### config.mk
export PLATFORM = sky130hd
export DESIGN_NAME = core_row_gbus_sched
export DESIGN_NICKNAME = d
export VERILOG_FILES = /design/src/rtl/core_row_gbus_sched.sv
export SDC_FILE = /design/constraint.sdc
export NUM_CORES = 1
export LEC_CHECK = 0
export CELL_PAD_IN_SITES_DETAIL_PLACEMENT = 1
export CELL_PAD_IN_SITES_GLOBAL_PLACEMENT = 1
export CORE_MARGIN = 3
export CORE_UTILIZATION = 37
export CTS_CLUSTER_DIAMETER = 80
export DETAILED_ROUTE_END_ITERATION = 12
export GPL_ROUTABILITY_DRIVEN = 0
export PLACE_DENSITY = 0.9
export SKIP_CTS_REPAIR_TIMING = 1
export SLEW_MARGIN = 20
export SYNTH_ARGS = -nofsm -noshare
export SYNTH_HDL_FRONTEND = slang
export SYNTH_SLANG_ARGS = --single-unit
### constraint.sdc
create_clock -name clk -period 6.9 [get_ports clk]
set_input_delay 1.035 -clock clk [delete_from_list [all_inputs] [get_ports clk]]
set_output_delay 1.035 -clock clk [all_outputs]
set_load 0.1 [all_outputs]
### src/rtl/core_row_gbus_sched.sv
// -----------------------------------------------------------------------------
// core_row_gbus_sched
// Global-bus sequencer for one head row of the core array.
//  - Burst commands write words into, or read words back from, the memories of
//    selected cores (columns) of the row.
//  - Write beats arrive on a ready/valid stream; read beats leave on one.
//  - Drives one-hot gbus_wen / gbus_ren with shared address and write data and
//    keeps at most one read outstanding on the bus.
// Traversal: enabled columns ascending (outer), addr = base..base+len (inner),
// address arithmetic wraps modulo 2^GBUS_ADDR.
// Optional feature macro: CORE_SCHED_RD_TIMEOUT_EN
//  - defined  : RD_WAIT aborts after RD_TIMEOUT cycles without gbus_rvalid[col],
//               sets sticky err and returns a zero beat; the burst continues.
//  - undefined: RD_WAIT waits indefinitely; err is tied low.
// -----------------------------------------------------------------------------
module core_row_gbus_sched #(
    parameter int VNUM      = 8,
    parameter int GBUS_DATA = 64,
    parameter int GBUS_ADDR = 12
`ifdef CORE_SCHED_RD_TIMEOUT_EN
   ,parameter int RD_TIMEOUT = 15
`endif
) (
    input  logic                     clk,
    input  logic                     rstn,
    // command
    input  logic                     cmd_valid,
    output logic                     cmd_ready,
    input  logic                     cmd_op,
    input  logic [GBUS_ADDR-1:0]     cmd_base_addr,
    input  logic [GBUS_ADDR-1:0]     cmd_len,
    input  logic [VNUM-1:0]          cmd_col_mask,
    // write beat stream
    input  logic                     wr_valid,
    output logic                     wr_ready,
    input  logic [GBUS_DATA-1:0]     wr_data,
    // read beat stream
    output logic                     rd_valid,
    input  logic                     rd_ready,
    output logic [GBUS_DATA-1:0]     rd_data,
    output logic [$clog2(VNUM)-1:0]  rd_col,
    output logic                     rd_last,
    // row global bus
    output logic [GBUS_ADDR-1:0]     gbus_addr,
    output logic [VNUM-1:0]          gbus_wen,
    output logic [GBUS_DATA-1:0]     gbus_wdata,
    output logic [VNUM-1:0]          gbus_ren,
    input  logic [GBUS_DATA-1:0]     gbus_rdata,
    input  logic [VNUM-1:0]          gbus_rvalid,
    // status
    output logic                     busy,
    output logic                     err
);

    localparam int COL_W = $clog2(VNUM);

    typedef enum logic [2:0] {
        S_IDLE,
        S_WR,
        S_RD_REQ,
        S_RD_WAIT,
        S_RD_OUT
    } state_t;

    state_t                 r_state;
    state_t                 w_state_nxt;

    // latched command and traversal position
    logic [GBUS_ADDR-1:0]   r_base;
    logic [GBUS_ADDR-1:0]   r_len;
    logic [GBUS_ADDR-1:0]   r_off;
    logic [VNUM-1:0]        r_mask;
    logic [COL_W-1:0]       r_col;
    logic                   r_wr_done;

    // registered bus and read-beat outputs
    logic [GBUS_ADDR-1:0]   r_gbus_addr;
    logic [VNUM-1:0]        r_gbus_wen;
    logic [GBUS_DATA-1:0]   r_gbus_wdata;
    logic [VNUM-1:0]        r_gbus_ren;
    logic [GBUS_DATA-1:0]   r_rd_data;
    logic [COL_W-1:0]       r_rd_col;
    logic                   r_rd_last;

    // traversal helpers
    logic [COL_W-1:0]       w_first_col;
    logic [COL_W-1:0]       w_next_col;
    logic                   w_has_next;
    logic                   w_col_done;
    logic                   w_last;
    logic [COL_W-1:0]       w_adv_col;
    logic [GBUS_ADDR-1:0]   w_adv_off;
    logic                   w_wr_hs;
    logic                   w_rvalid_col;
    logic                   w_tmo;
    logic                   w_rd_capture;

    function automatic logic [VNUM-1:0] onehot(input logic [COL_W-1:0] col);
        return VNUM'(1) << col;
    endfunction

    // -------------------------------------------------------------------------
    // Simple status and handshake outputs
    // -------------------------------------------------------------------------
    assign cmd_ready  = (r_state == S_IDLE);
    assign busy       = (r_state != S_IDLE);
    assign wr_ready   = (r_state == S_WR) && !r_wr_done;
    assign rd_valid   = (r_state == S_RD_OUT);
    assign rd_data    = r_rd_data;
    assign rd_col     = r_rd_col;
    assign rd_last    = r_rd_last;
    assign gbus_addr  = r_gbus_addr;
    assign gbus_wen   = r_gbus_wen;
    assign gbus_wdata = r_gbus_wdata;
    assign gbus_ren   = r_gbus_ren;

    assign w_wr_hs      = wr_valid && wr_ready;
    assign w_rvalid_col = gbus_rvalid[r_col];
    assign w_rd_capture = (r_state == S_RD_WAIT) && (w_rvalid_col || w_tmo);

    // Position after the current beat: next word in this column, or the first
    // word of the next enabled column once this column's range is exhausted.
    assign w_col_done = (r_off == r_len);
    assign w_last     = w_col_done && !w_has_next;
    assign w_adv_col  = w_col_done ? w_next_col : r_col;
    assign w_adv_off  = w_col_done ? '0 : r_off + GBUS_ADDR'(1);

    // Lowest enabled column of a new command, and next enabled column above r_col
    always_comb begin
        // NOTE: every output of a combinational block gets a default first so no
        // path leaves it unassigned and no latch is inferred.
        w_first_col = '0;
        w_next_col  = '0;
        w_has_next  = 1'b0;
        // Scan downward so the lowest qualifying index is written last and wins.
        for (int i = VNUM - 1; i >= 0; i--) begin
            if (cmd_col_mask[i]) begin
                w_first_col = COL_W'(i);
            end
            if (r_mask[i] && (i > int'(r_col))) begin
                w_has_next = 1'b1;
                w_next_col = COL_W'(i);
            end
        end
    end

    // -------------------------------------------------------------------------
    // FSM
    // -------------------------------------------------------------------------

    // State register
    always_ff @(posedge clk or negedge rstn) begin
        // NOTE: sequential state uses non-blocking assignments so every register
        // samples pre-edge values regardless of block ordering.
        if (!rstn) begin
            r_state <= S_IDLE;
        end else begin
            r_state <= w_state_nxt;
        end
    end

    // Next-state decode
    always_comb begin
        w_state_nxt = r_state;
        case (r_state)
            S_IDLE: begin
                // An all-zero mask is accepted but produces no bus activity.
                if (cmd_valid && (cmd_col_mask != '0)) begin
                    w_state_nxt = cmd_op ? S_RD_REQ : S_WR;
                end
            end
            S_WR: begin
                // Stay one extra cycle after the last beat so the final write is
                // driven while still busy.
                if (r_wr_done) begin
                    w_state_nxt = S_IDLE;
                end
            end
            S_RD_REQ: begin
                w_state_nxt = S_RD_WAIT;
            end
            S_RD_WAIT: begin
                if (w_rd_capture) begin
                    w_state_nxt = S_RD_OUT;
                end
            end
            S_RD_OUT: begin
                if (rd_ready) begin
                    w_state_nxt = r_rd_last ? S_IDLE : S_RD_REQ;
                end
            end
            default: begin
                w_state_nxt = S_IDLE;
            end
        endcase
    end

    // -------------------------------------------------------------------------
    // Datapath: command latch, traversal position, bus and read-beat registers
    // -------------------------------------------------------------------------

    // Command/traversal registers and registered bus strobes
    always_ff @(posedge clk or negedge rstn) begin
        if (!rstn) begin
            r_base       <= '0;
            r_len        <= '0;
            r_off        <= '0;
            r_mask       <= '0;
            r_col        <= '0;
            r_wr_done    <= 1'b0;
            r_gbus_addr  <= '0;
            r_gbus_wen   <= '0;
            r_gbus_wdata <= '0;
            r_gbus_ren   <= '0;
            r_rd_data    <= '0;
            r_rd_col     <= '0;
            r_rd_last    <= 1'b0;
        end else begin
            // Strobes are single-cycle pulses unless re-armed below.
            r_gbus_wen <= '0;
            r_gbus_ren <= '0;
            case (r_state)
                S_IDLE: begin
                    if (cmd_valid) begin
                        r_base    <= cmd_base_addr;
                        r_len     <= cmd_len;
                        r_mask    <= cmd_col_mask;
                        r_col     <= w_first_col;
                        r_off     <= '0;
                        r_wr_done <= 1'b0;
                        // First read request is issued in the RD_REQ cycle itself.
                        if (cmd_op && (cmd_col_mask != '0)) begin
                            r_gbus_ren  <= onehot(w_first_col);
                            r_gbus_addr <= cmd_base_addr;
                        end
                    end
                end
                S_WR: begin
                    if (w_wr_hs) begin
                        r_gbus_wen   <= onehot(r_col);
                        r_gbus_addr  <= r_base + r_off;
                        r_gbus_wdata <= wr_data;
                        r_col        <= w_adv_col;
                        r_off        <= w_adv_off;
                        if (w_last) begin
                            r_wr_done <= 1'b1;
                        end
                    end
                end
                S_RD_WAIT: begin
                    if (w_rd_capture) begin
                        // A timed-out read presents a zero beat.
                        r_rd_data <= w_rvalid_col ? gbus_rdata : '0;
                        r_rd_col  <= r_col;
                        r_rd_last <= w_last;
                    end
                end
                S_RD_OUT: begin
                    if (rd_ready && !r_rd_last) begin
                        r_col       <= w_adv_col;
                        r_off       <= w_adv_off;
                        r_gbus_ren  <= onehot(w_adv_col);
                        r_gbus_addr <= r_base + w_adv_off;
                    end
                end
                default: begin
                end
            endcase
        end
    end

`ifdef CORE_SCHED_RD_TIMEOUT_EN
    localparam int TMO_W = $clog2(RD_TIMEOUT + 1);

    logic [TMO_W-1:0] r_tmo_cnt;
    logic             r_err;

    // Timeout fires on the RD_TIMEOUT-th RD_WAIT cycle still lacking rvalid.
    assign w_tmo = (r_state == S_RD_WAIT) && !w_rvalid_col &&
                   (r_tmo_cnt == TMO_W'(RD_TIMEOUT - 1));
    assign err   = r_err;

    // Read-wait cycle counter and sticky timeout flag (cleared by a new command)
    always_ff @(posedge clk or negedge rstn) begin
        if (!rstn) begin
            r_tmo_cnt <= '0;
            r_err     <= 1'b0;
        end else begin
            if ((r_state == S_RD_WAIT) && !w_rd_capture) begin
                r_tmo_cnt <= r_tmo_cnt + TMO_W'(1);
            end else begin
                r_tmo_cnt <= '0;
            end
            if (cmd_valid && (r_state == S_IDLE)) begin
                r_err <= 1'b0;
            end else if (w_tmo) begin
                r_err <= 1'b1;
            end
        end
    end
`else
    assign w_tmo = 1'b0;
    assign err   = 1'b0;
`endif

endmodule

* After elaboration in Yosys (flattened, before gate mapping)
Cells that the tools add are included.
Storage, ports and cells: flip-flop bits (word level) 211, bits in latches 0, memory bits (writable) 0, ROM bits 0, input bits 174, output and inout bits 165, logic and storage cells 128, memories kept 0
Cells by class: $add $sub $neg 3, multipliers 0, div/mod/pow operators 0, order comparisons 8, equal/unequal tests 14, shift operators 3, mux-type cells 57, bitwise gates (word level) 0, reductions and logical operators 29
Operator list (count):
- 2-to-1 mux 12 bit | 8
- case mux 12 bit (3 select lines) | 2
- 2-to-1 mux 3 bit | 23
- 2-to-1 mux 64 bit | 1
- 2-to-1 mux 8 bit | 5
- adder 12 bit | 2
- left shift 1 x 3 -> 8 bit (first input constant) | 3
- case mux 8 bit (2 select lines) | 1
- case mux 3 bit (5 select lines) | 1
- logical AND 1 bit | 14
- adder 12 x 1 -> 12 bit (second input constant) | 1
- == test 12 bit | 1
- greater-than comparator 3 bit (first input constant) | 4
- AND reduction 4 bit | 3
- 2-to-1 mux 1 bit | 11
- inequality test 2 bit (second input constant) | 5
- case mux 3 bit (3 select lines) | 1
- inequality test 2 x 1 -> 1 bit (second input constant) | 4
- nonzero test 8 bit | 1
- == test 3 x 2 -> 1 bit (second input constant) | 2
- greater-than comparator 2 x 3 -> 1 bit (first input constant) | 2
- AND reduction 2 bit | 3
- nonzero test 3 bit | 2
- AND reduction 5 bit | 1
- other kinds (10) | 13

* Longest topological paths before layout
depth after elaboration 14, mapped depth 15, depth with buffers taken out 13

* Worst setup path after synthesis
OpenSTA, ideal clock, no wires.
path type flip-flop to flip-flop, from reg r_state[0], to reg r_gbus_addr[7], in the netlist gbus_addr[7], library setup time 66 ps, data arrival time 4077 ps, required time 6834 ps, slack 2757 ps, cell stages (with the launch flop) 16, buffers on the path 2, clock period less this slack 4143 ps, cell sequence dfrtp_1 > nand2b_1 > or2_2 > clkbuf_1 > inv_1 > clkbuf_1 > o21ai_0 > nand2_1 > o21ai_0 > ha_1 > o21ai_0 > o21bai_1 > a2111oi_0 > o21ai_0 > a311oi_1 > a21o_1
On the way: elaborated cells on any way between the ends 12, classes of those cells 6 x eq/ne; 1 x mux; 5 x reduce/logical
RTL lines:
- start: declaration | RTL line 65 | state_t r_state;
- start signal: assignment | RTL line 158 | r_state <= w_state_nxt;
- == test 3 bit *
- named net rd_valid | RTL line 38 | output logic rd_valid,
- inequality test 2 x 1 -> 1 bit (no source line) or nonzero test 3 bit (tied branches)
- AND reduction 5 bit (no source line)
- end signal: assignment | RTL line 234 | r_gbus_addr <= cmd_base_addr;
- end signal: assignment | RTL line 241 | r_gbus_addr <= r_base + r_off;
- end signal: assignment | RTL line 263 | r_gbus_addr <= r_base + w_adv_off;
- end: declaration | RTL line 77 | logic [GBUS_ADDR-1:0] r_gbus_addr;
The timed path passes the listed nets; every way through them passes the cells marked *. A chain may end at the register's enable or synchronous reset.

* Final worst setup path
from reg r_state[0], to out rd_valid
On the way: longest elaborated chain between the ends 1
RTL lines:
- == test 3 bit | RTL line 108 | assign rd_valid = (r_state == S_RD_OUT);
- end: declaration | RTL line 38
No other way between the ends.

==> results.md <==
* WP buf/inv at 2
* Layout cells sized above 1 at about an eighth
* H-tree depth at 1
* Hold Crit Class: reg -> reg
* Starting Density at 38.37%
* CTS tree: done
* Final worst-path cycle share at 61.13%
* First-pass GRT wire length at 52,740 um
* Number of global-route vias before repair at 8,865
* Minimum clock period at 4.218 ns
* DR vias/cell at between 5 and 6
* Core box area at roughly 0.025 sq mm
* Die W at 166.2 um
* Area growth, synth to finish at 46.87%
* Ranking of synthesized cells by area: dfrtp_1 (55%), mux2_2 (12%), nand2_1 (9.1%)
* Maximum clock insertion buffer count at 3
* Dominant synthesized flop cell: dfrtp_1
* Outcome: completed
* Gr ovfl total at 0
* Netlist cell types at 62
* Slew headroom at 24.56%
* CP Capture Type: output port
* Critical path type: reg -> out
* I/O Pins at between 300 and 400
* Die Footprint at 0.02762 sq mm
* Clk_lat worst skew at 0.52 ns
* # fillers at 2,624
* Post-route setup TNS at 0 ns
* Post-synth top area share at 55.34%
* Post-synth EDFFs at 0
* #FFs+latches synth at 210
* Top layer in use: met5
* Syn Nets at 1,080
* Met3 wire length at 2109 um
* RSZ-0062 raised after global routing: false
* DRC errors left at 0
* Fin. Hold Viols at 0
* Max Slew Vio Count at 0
* Post-route ant nets at 0
* Standard-cell row count at 57
* Worst path cell trace: nand2b_1 > or2_2 > inv_1 > clkdlybuf4s50_1
* Final WL at 34,260 um
* Nets@finish at 1,408
* Mapped Area at 0.009495 sq mm
* Seq/Total Area, Yosys at 55.34%
* Data required time at the worst endpoint at roughly 6 ns
* Num CTS Buffers at 25
* Critical path's top delay family: buffers and inverters
* Port bufs at 337
* WHS at 0.4733 ns
* Max-cap violations at 0
* Endpoints failing setup at 0
* Yosys warns at 0
* CP arrival at 3.18 ns
* Placed wire-length estimate at 25,380 um
* Iteration count of the initial detailed-routing pass at 4
* Startpoint types: flop
* Clock sink total at 210
* Worst slew pin tran at 1.128 ns
* Iteration-0 DRC Markers at 516
* CP max-delay cell: clkdlybuf4s50_1
* Post-synth top area cell: dfrtp_1
* Total number of vias at 8,292
* Largest net degree at the start of global routing at 78
* Met2 wire len at 17,280 um
* R2R Setup Slk at between 3 and 4 ns
* Wire length per cell at 21.92 um
* Total track usage at 23.88%
* Initial antenna violation count at 5
* Crit-path max cell delay at around 1.2 ns
* Syn Area/Cell at 10.63 sq um
* Root Driver: clkbuf_16
* Synth cell count leaders: nand2_1 (229), dfrtp_1 (210), mux2_2 (98), o21ai_0 (43), clkbuf_1 (31)
* Chip height at approximately 170 um
* Cell count after synthesis at just under 900
* Max FO, Critical Path at 13
* Clock skew at 0.01489 ns
* Cell with the most instances after synthesis: nand2_1
* Reg clk slew, reported paths at 0.06 ns
* F_max at ~240 MHz
* Post-synth ARST share at 100.0%
* Wl on met1 at 13,640 um
worst paths after layout:
check	start	end	cells after the start
max	r_state[0]	rd_valid	4
min	gbus_wdata[15]	gbus_wdata[15]	2
max reg2reg	r_state[0]	gbus_addr[7]	13
max in group asynchronous	rstn	rd_data[46]	2
min in group asynchronous	rstn	gbus_addr[2]	1
min reg2reg	gbus_wdata[15]	gbus_wdata[15]	2
cells by family (layout without fill, tap and decap cells):
kind of cell / after synthesis / after routing / share of synthesized area (%)
compound gates: 148 / 148 / 10.41
xor+xnor: 19 / 19 / 1.753
fa+ha+maj: 13 / 13 / 1.792
buf+inv: 60 / 404 / 2.530
flops: 210 / 210 / 55.34
mux: 106 / 106 / 12.73
other cells: 1 / 3 / 0.03949
simple gates: 336 / 336 / 15.40
worst reg2reg max path: cells and delay by family, from the launching register on:
| family | cells | cell delay, ns |
|---|---|---|
| AO/OA/AOI/OAI | 8 | 1.92 |
| AND/OR/NAND/NOR | 3 | 0.71 |
| flip-flops | 1 | 0.50 |
| adder cells (fa/ha/maj) | 1 | 0.34 |
| buffers and inverters | 1 | 0.30 |
stage by stage:
| stage | util [%] | setup slack, ns | std cells | instance area [sq um] |
|---|---|---|---|---|
| after floorplan | - | 2.757 | 893 | 9495 |
| after detailed placement | 53.21 | 3.151 | 1518 | 13170 |
| final | 56.35 | 2.682 | 1563 | 13950 |
| after global routing | 56.34 | 2.548 | 1562 | 13940 |
| after CTS | 56.33 | 2.671 | 1561 | 13940 |
| after global placement | 53.21 | 3.268 | 1518 | 13170 |
sequential cells by signal, summed over array words and instances (netlist names):
name and count:
r_col 3, rd_data 64, r_wr_done 1, gbus_ren 8, r_off 12, gbus_wen 8
r_mask 7, rd_last 1, r_base 12, gbus_wdata 64, rd_col 3, gbus_addr 12
r_state 3, r_len 12
per-layer routing:
layer  vias to the layer above  GRT usage [%]
met2                       303          42.18
met3                        68          5.332
met5                         -              0
met4                         8          7.740
met1                      4173          29.05
li1                       3740              -
cell type report:
type / count / area, sq um / share of cell area, %
flip-flops and latches: 210 / 5255 / 37.68
multi-input cells: 623 / 4011 / 28.76
repair buffers: 345 / 3437 / 24.65
clock buffers: 34 / 699.4 / 5.015
well taps: 324 / 405.4 / 2.907
clock inverters: 9 / 72.57 / 0.5204
inverters: 16 / 60.06 / 0.4306
diodes: 2 / 5.005 / 0.03589
cell usage in the layout, fill, tap and decap left out, types with 4 or more instances in the layout:
cell type	Yosys	routed
nor2b_1	6	6
o21ai_0	43	42
inv_1	16	16
o32ai_1	4	4
clkdlybuf4s50_1	0	336
nor3_1	13	13
and3_1	7	6
clkbuf_8	0	5
mux2_2	98	98
dfrtp_1	210	210
a22oi_1	4	4
nand2b_1	13	13
clkbuf_1	31	5
o21a_1	9	9
nor2_1	29	28
or3_1	4	4
a21o_1	10	10
clkinv_2	0	7
clkbuf_16	0	25
a22o_1	17	17
ha_1	12	12
mux2i_1	6	6
buf_4	1	8
o31ai_1	9	9
nand2_1	229	228
a21oi_1	22	22
xnor2_1	17	17
nand3_1	12	12
o211ai_1	6	6
Power is left out: the tool's default activity adds up to more than one toggle a clock period on the data nets, which glitch-free logic cannot reach.
